$ cat src/rtl/vga_pkg.sv
// Shared definitions for the text blitter: geometry, FSM/op encodings and the
// built-in 8x8 font table used to fill the glyph ROM.
package vga_pkg;

  localparam int VGA_COLS      = 80;
  localparam int VGA_TEXT_ROWS = 60;
  localparam int VGA_FB_WORDS  = 9600;
  localparam int VGA_ADDR_W    = 14;

  typedef enum logic [2:0] {
    IDLE,
    FETCH,
    WR_TOP,
    WR_BOT,
    CLEAR
  } blit_state_t;

  typedef enum logic {
    OP_CHAR,
    OP_CLEAR
  } blit_op_t;

  function automatic logic [7:0] bit_rev8(input logic [7:0] b);
    logic [7:0] r;
    for (int i = 0; i < 8; i++) r[i] = b[7-i];
    return r;
  endfunction

  // Font table, bit7 = leftmost pixel. 'A' is a real glyph; every other code
  // gets a fixed, asymmetric filler pattern so each row is distinguishable.
  function automatic logic [7:0] font_row(input logic [7:0] code, input logic [2:0] line);
    logic [7:0] h;
    if (code == 8'h41) begin
      case (line)
        3'd0:    return 8'h18;
        3'd1:    return 8'h3C;
        3'd2:    return 8'h66;
        3'd3:    return 8'h66;
        3'd4:    return 8'h7E;
        3'd5:    return 8'h66;
        3'd6:    return 8'h66;
        default: return 8'h00;
      endcase
    end
    h = (code ^ 8'hA5) * 8'd13;
    h = h ^ ({5'd0, line} * 8'd57) ^ {line, code[4:0]};
    return h;
  endfunction

endpackage

$ cat src/rtl/vga_font_rom.sv
// 2048x8 glyph ROM addressed by {char, line}; one cycle read latency.
module vga_font_rom
  import vga_pkg::*;
(
  input  logic        clk,
  input  logic [10:0] addr,
  output logic [7:0]  data
);

  // NOTE: the ROM read register has no reset so it maps onto block ROM; its
  // contents only matter once FETCH has issued an address.
  always_ff @(posedge clk) begin
    data <= font_row(addr[10:3], addr[2:0]);
  end

endmodule

$ cat src/rtl/vga_char_blit.sv
// Text renderer: turns CHAR/CLEAR commands into 32-bit word writes into the
// 1 bpp 640x480 frame memory (8 pixels x 4 lines per word).
module vga_char_blit
  import vga_pkg::*;
#(
  parameter int COLS     = VGA_COLS,
  parameter int ROWS     = VGA_TEXT_ROWS,
  parameter int FB_WORDS = VGA_FB_WORDS
) (
  input  logic                  QClk,
  input  logic                  Reset,
  input  logic                  CmdValid,
  output logic                  CmdReady,
  input  logic [1:0]            CmdOp,
  input  logic [7:0]            CmdChar,
  input  logic [6:0]            CmdCol,
  input  logic [5:0]            CmdRow,
  input  logic                  CmdInv,
  output logic                  VgaWrEn,
  input  logic                  VgaWrReady,
  output logic [VGA_ADDR_W-1:0] VgaWrAddr,
  output logic [31:0]           VgaWrData,
  output logic [3:0]            VgaWrByteEn,
  output logic                  Busy,
  output logic                  ErrOob
);

  blit_state_t state, state_nxt;
  blit_op_t    cmd_op;

  logic                  accept;
  logic                  in_range;
  logic                  xfer;
  logic                  clr_last;
  logic [7:0]            char_q;
  logic [6:0]            col_q;
  logic [5:0]            row_q;
  logic                  inv_q;
  logic [3:0]            line_cnt;
  logic [2:0]            slot;
  logic [VGA_ADDR_W-1:0] clr_cnt;
  logic [VGA_ADDR_W-1:0] top_addr;
  logic [63:0]           glyph;
  logic [10:0]           rom_addr;
  logic [7:0]            rom_data;
  logic                  err_oob_q;

  assign cmd_op   = (CmdOp == 2'd0) ? OP_CHAR : OP_CLEAR;
  assign in_range = (32'(CmdCol) < COLS) && (32'(CmdRow) < ROWS);
  assign accept   = CmdValid && CmdReady;
  assign xfer     = VgaWrEn && VgaWrReady;
  assign clr_last = (clr_cnt == VGA_ADDR_W'(FB_WORDS - 1));

  // Top word of glyph row r sits at band 2r: r*160 + c.
  assign top_addr = VGA_ADDR_W'(row_q) * VGA_ADDR_W'(2 * COLS) + VGA_ADDR_W'(col_q);

  // ROM data lags the issued line by one, so counter value n lands in slot n-1.
  assign slot     = 3'(line_cnt - 4'd1);
  assign rom_addr = {char_q, line_cnt[2:0]};

  vga_font_rom u_font_rom (
    .clk  (QClk),
    .addr (rom_addr),
    .data (rom_data)
  );

  // NOTE: sequential state uses non-blocking assignments so every flop samples
  // pre-edge values regardless of process ordering.
  always_ff @(posedge QClk or posedge Reset) begin
    if (Reset) state <= IDLE;
    else       state <= state_nxt;
  end

  always_comb begin
    state_nxt = state;
    case (state)
      IDLE: begin
        if (accept) begin
          if (cmd_op == OP_CLEAR) state_nxt = CLEAR;
          else if (in_range)      state_nxt = FETCH;
        end
      end
      FETCH:   if (line_cnt == 4'd8) state_nxt = WR_TOP;
      WR_TOP:  if (xfer) state_nxt = WR_BOT;
      WR_BOT:  if (xfer) state_nxt = IDLE;
      CLEAR:   if (xfer && clr_last) state_nxt = IDLE;
      default: state_nxt = IDLE;
    endcase
  end

  always_ff @(posedge QClk or posedge Reset) begin
    if (Reset) begin
      char_q    <= '0;
      col_q     <= '0;
      row_q     <= '0;
      inv_q     <= 1'b0;
      line_cnt  <= '0;
      clr_cnt   <= '0;
      glyph     <= '0;
      err_oob_q <= 1'b0;
    end else begin
      err_oob_q <= accept && (cmd_op == OP_CHAR) && !in_range;
      if (accept) begin
        char_q   <= CmdChar;
        col_q    <= CmdCol;
        row_q    <= CmdRow;
        inv_q    <= CmdInv;
        line_cnt <= '0;
        clr_cnt  <= '0;
      end
      if (state == FETCH) begin
        line_cnt <= line_cnt + 4'd1;
        if (line_cnt != 4'd0)
          glyph[{slot, 3'b000} +: 8] <= bit_rev8(rom_data) ^ {8{inv_q}};
      end
      if (state == CLEAR && xfer)
        clr_cnt <= clr_last ? '0 : clr_cnt + VGA_ADDR_W'(1);
    end
  end

  // NOTE: every output gets a default first so this block can never infer a latch.
  always_comb begin
    VgaWrEn     = 1'b0;
    VgaWrAddr   = '0;
    VgaWrData   = '0;
    VgaWrByteEn = 4'h0;
    case (state)
      WR_TOP: begin
        VgaWrEn   = 1'b1;
        VgaWrAddr = top_addr;
        VgaWrData = glyph[31:0];
      end
      WR_BOT: begin
        VgaWrEn   = 1'b1;
        VgaWrAddr = top_addr + VGA_ADDR_W'(COLS);
        VgaWrData = glyph[63:32];
      end
      CLEAR: begin
        VgaWrEn   = 1'b1;
        VgaWrAddr = clr_cnt;
        VgaWrData = {32{inv_q}};
      end
      default: ;
    endcase
    if (VgaWrEn) VgaWrByteEn = 4'hF;
  end

  assign CmdReady = (state == IDLE) && !Reset;
  assign Busy     = (state != IDLE);
  assign ErrOob   = err_oob_q;

endmodule

$ cat config.mk
export PLATFORM = sky130hd
export DESIGN_NAME = vga_char_blit
export DESIGN_NICKNAME = d
export VERILOG_FILES = /design/src/rtl/vga_pkg.sv /design/src/rtl/vga_font_rom.sv /design/src/rtl/vga_char_blit.sv
export SDC_FILE = /design/constraint.sdc
export NUM_CORES = 1
export LEC_CHECK = 0
export CAP_MARGIN = 20
export CORE_MARGIN = 2
export CORE_UTILIZATION = 55
export DETAILED_ROUTE_END_ITERATION = 10
export GPL_ROUTABILITY_DRIVEN = 0
export GPL_TIMING_DRIVEN = 1
export PLACE_DENSITY = 0.79
export SETUP_SLACK_MARGIN = 0.5
export SLEW_MARGIN = 40
export SYNTH_ARGS = -nofsm -noshare
export SYNTH_HDL_FRONTEND = slang
export SYNTH_SLANG_ARGS = --single-unit
$ cat constraint.sdc
create_clock -name QClk -period 7.5 [get_ports QClk]
set_input_delay 2.25 -clock QClk [delete_from_list [all_inputs] [get_ports QClk]]
set_output_delay 2.25 -clock QClk [all_outputs]
set_load 0.1 [all_outputs]
==> PnR_summary.wiki <==
{| class="wikitable"
! Metric !! Value
|-
| Run status || finished clean
|-
| Kind of end point of the critical path || primary output
|-
| Fill cell count || 997
|-
| Share of the cycle needed by the critical path after routing || 79.3%
|-
| Endpoints failing hold || 0
|-
| Die Wd || 116 um
|-
| Setup Total Neg Slack || 0 ns
|-
| RSZ-0062 raised after global routing || no
|-
| Cells resized by post-CTS repair || 0
|-
| Number of DRC markers in iteration 0 || 272
|-
| Area leader, netlist || dfrtp_1
|-
| Largest driver fanout on the critical path || 6
|-
| Synth top cells by count || dfrtp_1 (108), mux2_2 (73), o21ai_0 (69)
|-
| Post-synth EDFFs || 0
|-
| Number of max-slew violations in the final report || 0
|-
| Clock Tree Root || clkbuf_16
|-
| Largest cells by area after synthesis || dfrtp_1 (39%), mux2_2 (12%), ha_1 (7.0%)
|-
| Rel. slew slack || 44.1%
|-
| Number of top-level pins || 82
|-
| Peak Freq || 168 MHz
|-
| Aggregate global routing overflow || 0
|-
| Kind of critical path || register to primary output
|-
| Number of standard-cell rows in the floorplan || 41
|-
| Synthesis warning total || 0
|-
| Total track usage || 25.3%
|-
| Hold buffers post-CTS || 0
|-
| Clock transition at path regs || 0.05 ns
|-
| Worst Tran Pin Value || 0.835 ns
|-
| DIE AREA || 0.0135 mm^2
|-
| Finish-stage setup viols || 0
|-
| Count of H-tree levels built during CTS || 4
|-
| Routed Wire Length || 16200 um
|-
| Drt drc || 0
|-
| CTS tree || yes
|-
| Worst EP arrival || 3.70 ns
|-
| Ratio of cells with drive above 1 in the final layout || 22.0%
|-
| Number of CTS-inserted buffers || 17
|-
| Initial Util || 55.6%
|-
| Synth cell types || 53
|-
| Antenna violations before repair || 0
|-
| Max-cap viol count || 0
|-
| Share of Yosys cell area claimed by the top area cell type || 39.0%
|-
| Synthesis-stage register bit count || 116
|-
| Portion of the post-synthesis area used by sequential elements || 41.3%
|-
| Die span in y || 116 um
|-
| Maximum count of clock buffers along a single path || 2
|-
| Number of detailed-route iterations in the first pass || 4
|-
| Top FF cell, synth || dfrtp_1
|-
| Worst setup skew after layout || 0.00850 ns
|-
| Async set-reset flop share out of synthesis || 93.1%
|-
| Number of inserted diodes || 0
|-
| Min-delay worst type || register to register
|-
| Min Tclk post-route || 5.95 ns
|-
| Number of instances in the synthesized netlist || 680
|-
| Vias in the first global route || 5351
|-
| Global-route wire length before repair || 26400 um
|-
| Number of post-CTS setup repair buffers || 0
|-
| Net Count, Synth || 755
|-
| Vias per std cell || 5.76
|-
| Half-perimeter wire length of the detailed placement result || 11300 um
|-
| Post-detailed-route wirelength per cell || 17.4 um
|-
| CP required || 5.25 ns
|-
| Most common cell in the synthesized netlist || dfrtp_1
|-
| Startpoint type of the worst setup path || register
|-
| Growth of design area from synthesis to finish || 16.9%
|-
| Cell area after synthesis || 0.00693 mm^2
|-
| Mean cell area of the mapped netlist || 10.2 um^2
|-
| Layout net count || 822
|-
| Largest net degree at the start of global routing || 89
|-
| ANT nets after route || 0
|-
| Clock latency of the later-clocked register in the worst-skew pair || 0.42 ns
|-
| CTS sink cnt || 116
|-
| Total via count in the routed design || 5365
|-
| Area inside the core boundary || 0.0125 mm^2
|-
| Number of port buffers || 81
|}
-- cell families after synthesis --
| family | Yosys count | synth area share (%) |
|---|---|---|
| AO/OA/AOI/OAI | 137 | 11.6 |
| XOR/XNOR | 38 | 4.80 |
| adder cells (fa/ha/maj) | 47 | 9.35 |
| buffers and inverters | 66 | 4.03 |
| flip-flops | 116 | 41.3 |
| multiplexers | 109 | 17.1 |
| AND/OR/NAND/NOR | 167 | 11.8 |
-- final timing paths --
| check | from | endpoint | slack [ns] | cells past startpoint |
|---|---|---|---|---|
| setup / recovery | row_q[1] | VgaWrAddr[11] | 1.55 | 9 |
| hold / removal | glyph[58] | glyph[58] | 0.50 | 1 |
| hold reg to reg | glyph[58] | glyph[58] | 0.50 | 1 |
| min in group asynchronous | Reset | clr_cnt[7] | 2.18 | 2 |
| setup reg to reg | line_cnt[0] | glyph[39] | 4.21 | 8 |
| max in group asynchronous | Reset | state[0] | 4.26 | 3 |
-- critical path, stage by stage (launching register included) --
cell,delay [ns]
dfrtp_1,0.44
ha_1,0.34
ha_1,0.24
fa_1,0.42
xor2_1,0.38
and3_1,0.26
xor2_1,0.23
mux2_2,0.36
o22ai_1,0.14
buf_2,0.47
-- flip-flops by register name, indices dropped and copies added (netlist names) --
name             count
clr_cnt             14
char_q               8
row_q                6
inv_q                1
u_font_rom.data      8
col_q                7
glyph               64
line_cnt             4
state                3
ErrOob               1
-- through the flow --
stage	instances	util, %	worst slack, ns	cell area (um^2)	hold slack (ns)
after global placement	900	62.7	1.27	7820	0.473
after global routing	932	65.0	1.42	8100	0.511
after CTS	932	65.0	1.58	8100	0.505
after floorplan	680	-	1.39	6930	0.464
final	932	65.0	1.55	8100	0.497
after detailed placement	900	60.6	2.00	7550	0.493
-- final cells by class --
class | instances | area, um^2 | share of cell area (%)
flip-flops and latches | 116 | 2860 | 35.3
well taps | 172 | 215 | 2.66
clock buffers | 27 | 493 | 6.08
repair buffers | 85 | 577 | 7.12
clock inverters | 5 | 52.6 | 0.648
inverters | 29 | 111 | 1.37
multi-input cells | 498 | 3790 | 46.8
-- routing by layer --
metal  global-route usage [%]  part of all wire, %  vias to the layer above  wire length [um]
li1                         -                    -                     2545                 -
met1                     32.8                   43                     2639              7000
met2                     40.9                   49                      142              7960
met3                     4.93                  4.7                       39               753
met4                     12.5                  3.0                        0               484
met5                        0                    0                        -                 0
-- cells in the final DEF (no fill, tap or decap), types with 3 or more instances in the layout --
cell | synthesis | routed
nand3_1 | 21 | 21
xnor2_1 | 29 | 29
dfrtp_1 | 108 | 107
clkinv_2 | 0 | 3
clkbuf_1 | 18 | 7
mux2_2 | 73 | 73
and3_1 | 6 | 6
xor2_1 | 9 | 9
nand4_1 | 6 | 6
o21ai_0 | 69 | 69
fa_1 | 8 | 8
nand2_1 | 40 | 39
clkbuf_16 | 0 | 17
buf_2 | 7 | 54
a21o_1 | 5 | 5
or3_1 | 5 | 5
ha_1 | 39 | 39
o22ai_1 | 7 | 7
a22oi_1 | 3 | 3
nand2b_1 | 4 | 4
nor2_1 | 54 | 54
nor3_1 | 8 | 8
buf_4 | 4 | 3
nor4_1 | 4 | 4
a21oi_1 | 26 | 26
inv_1 | 29 | 28
a22o_1 | 7 | 7
nor2b_1 | 3 | 3
dfxtp_1 | 8 | 8
clkdlybuf4s50_1 | 0 | 27
clkbuf_8 | 0 | 4
o31ai_1 | 8 | 8
mux2i_1 | 35 | 35
Power is not shown: default switching activity piles up to over one toggle a cycle in this logic, so the estimate is an artifact.
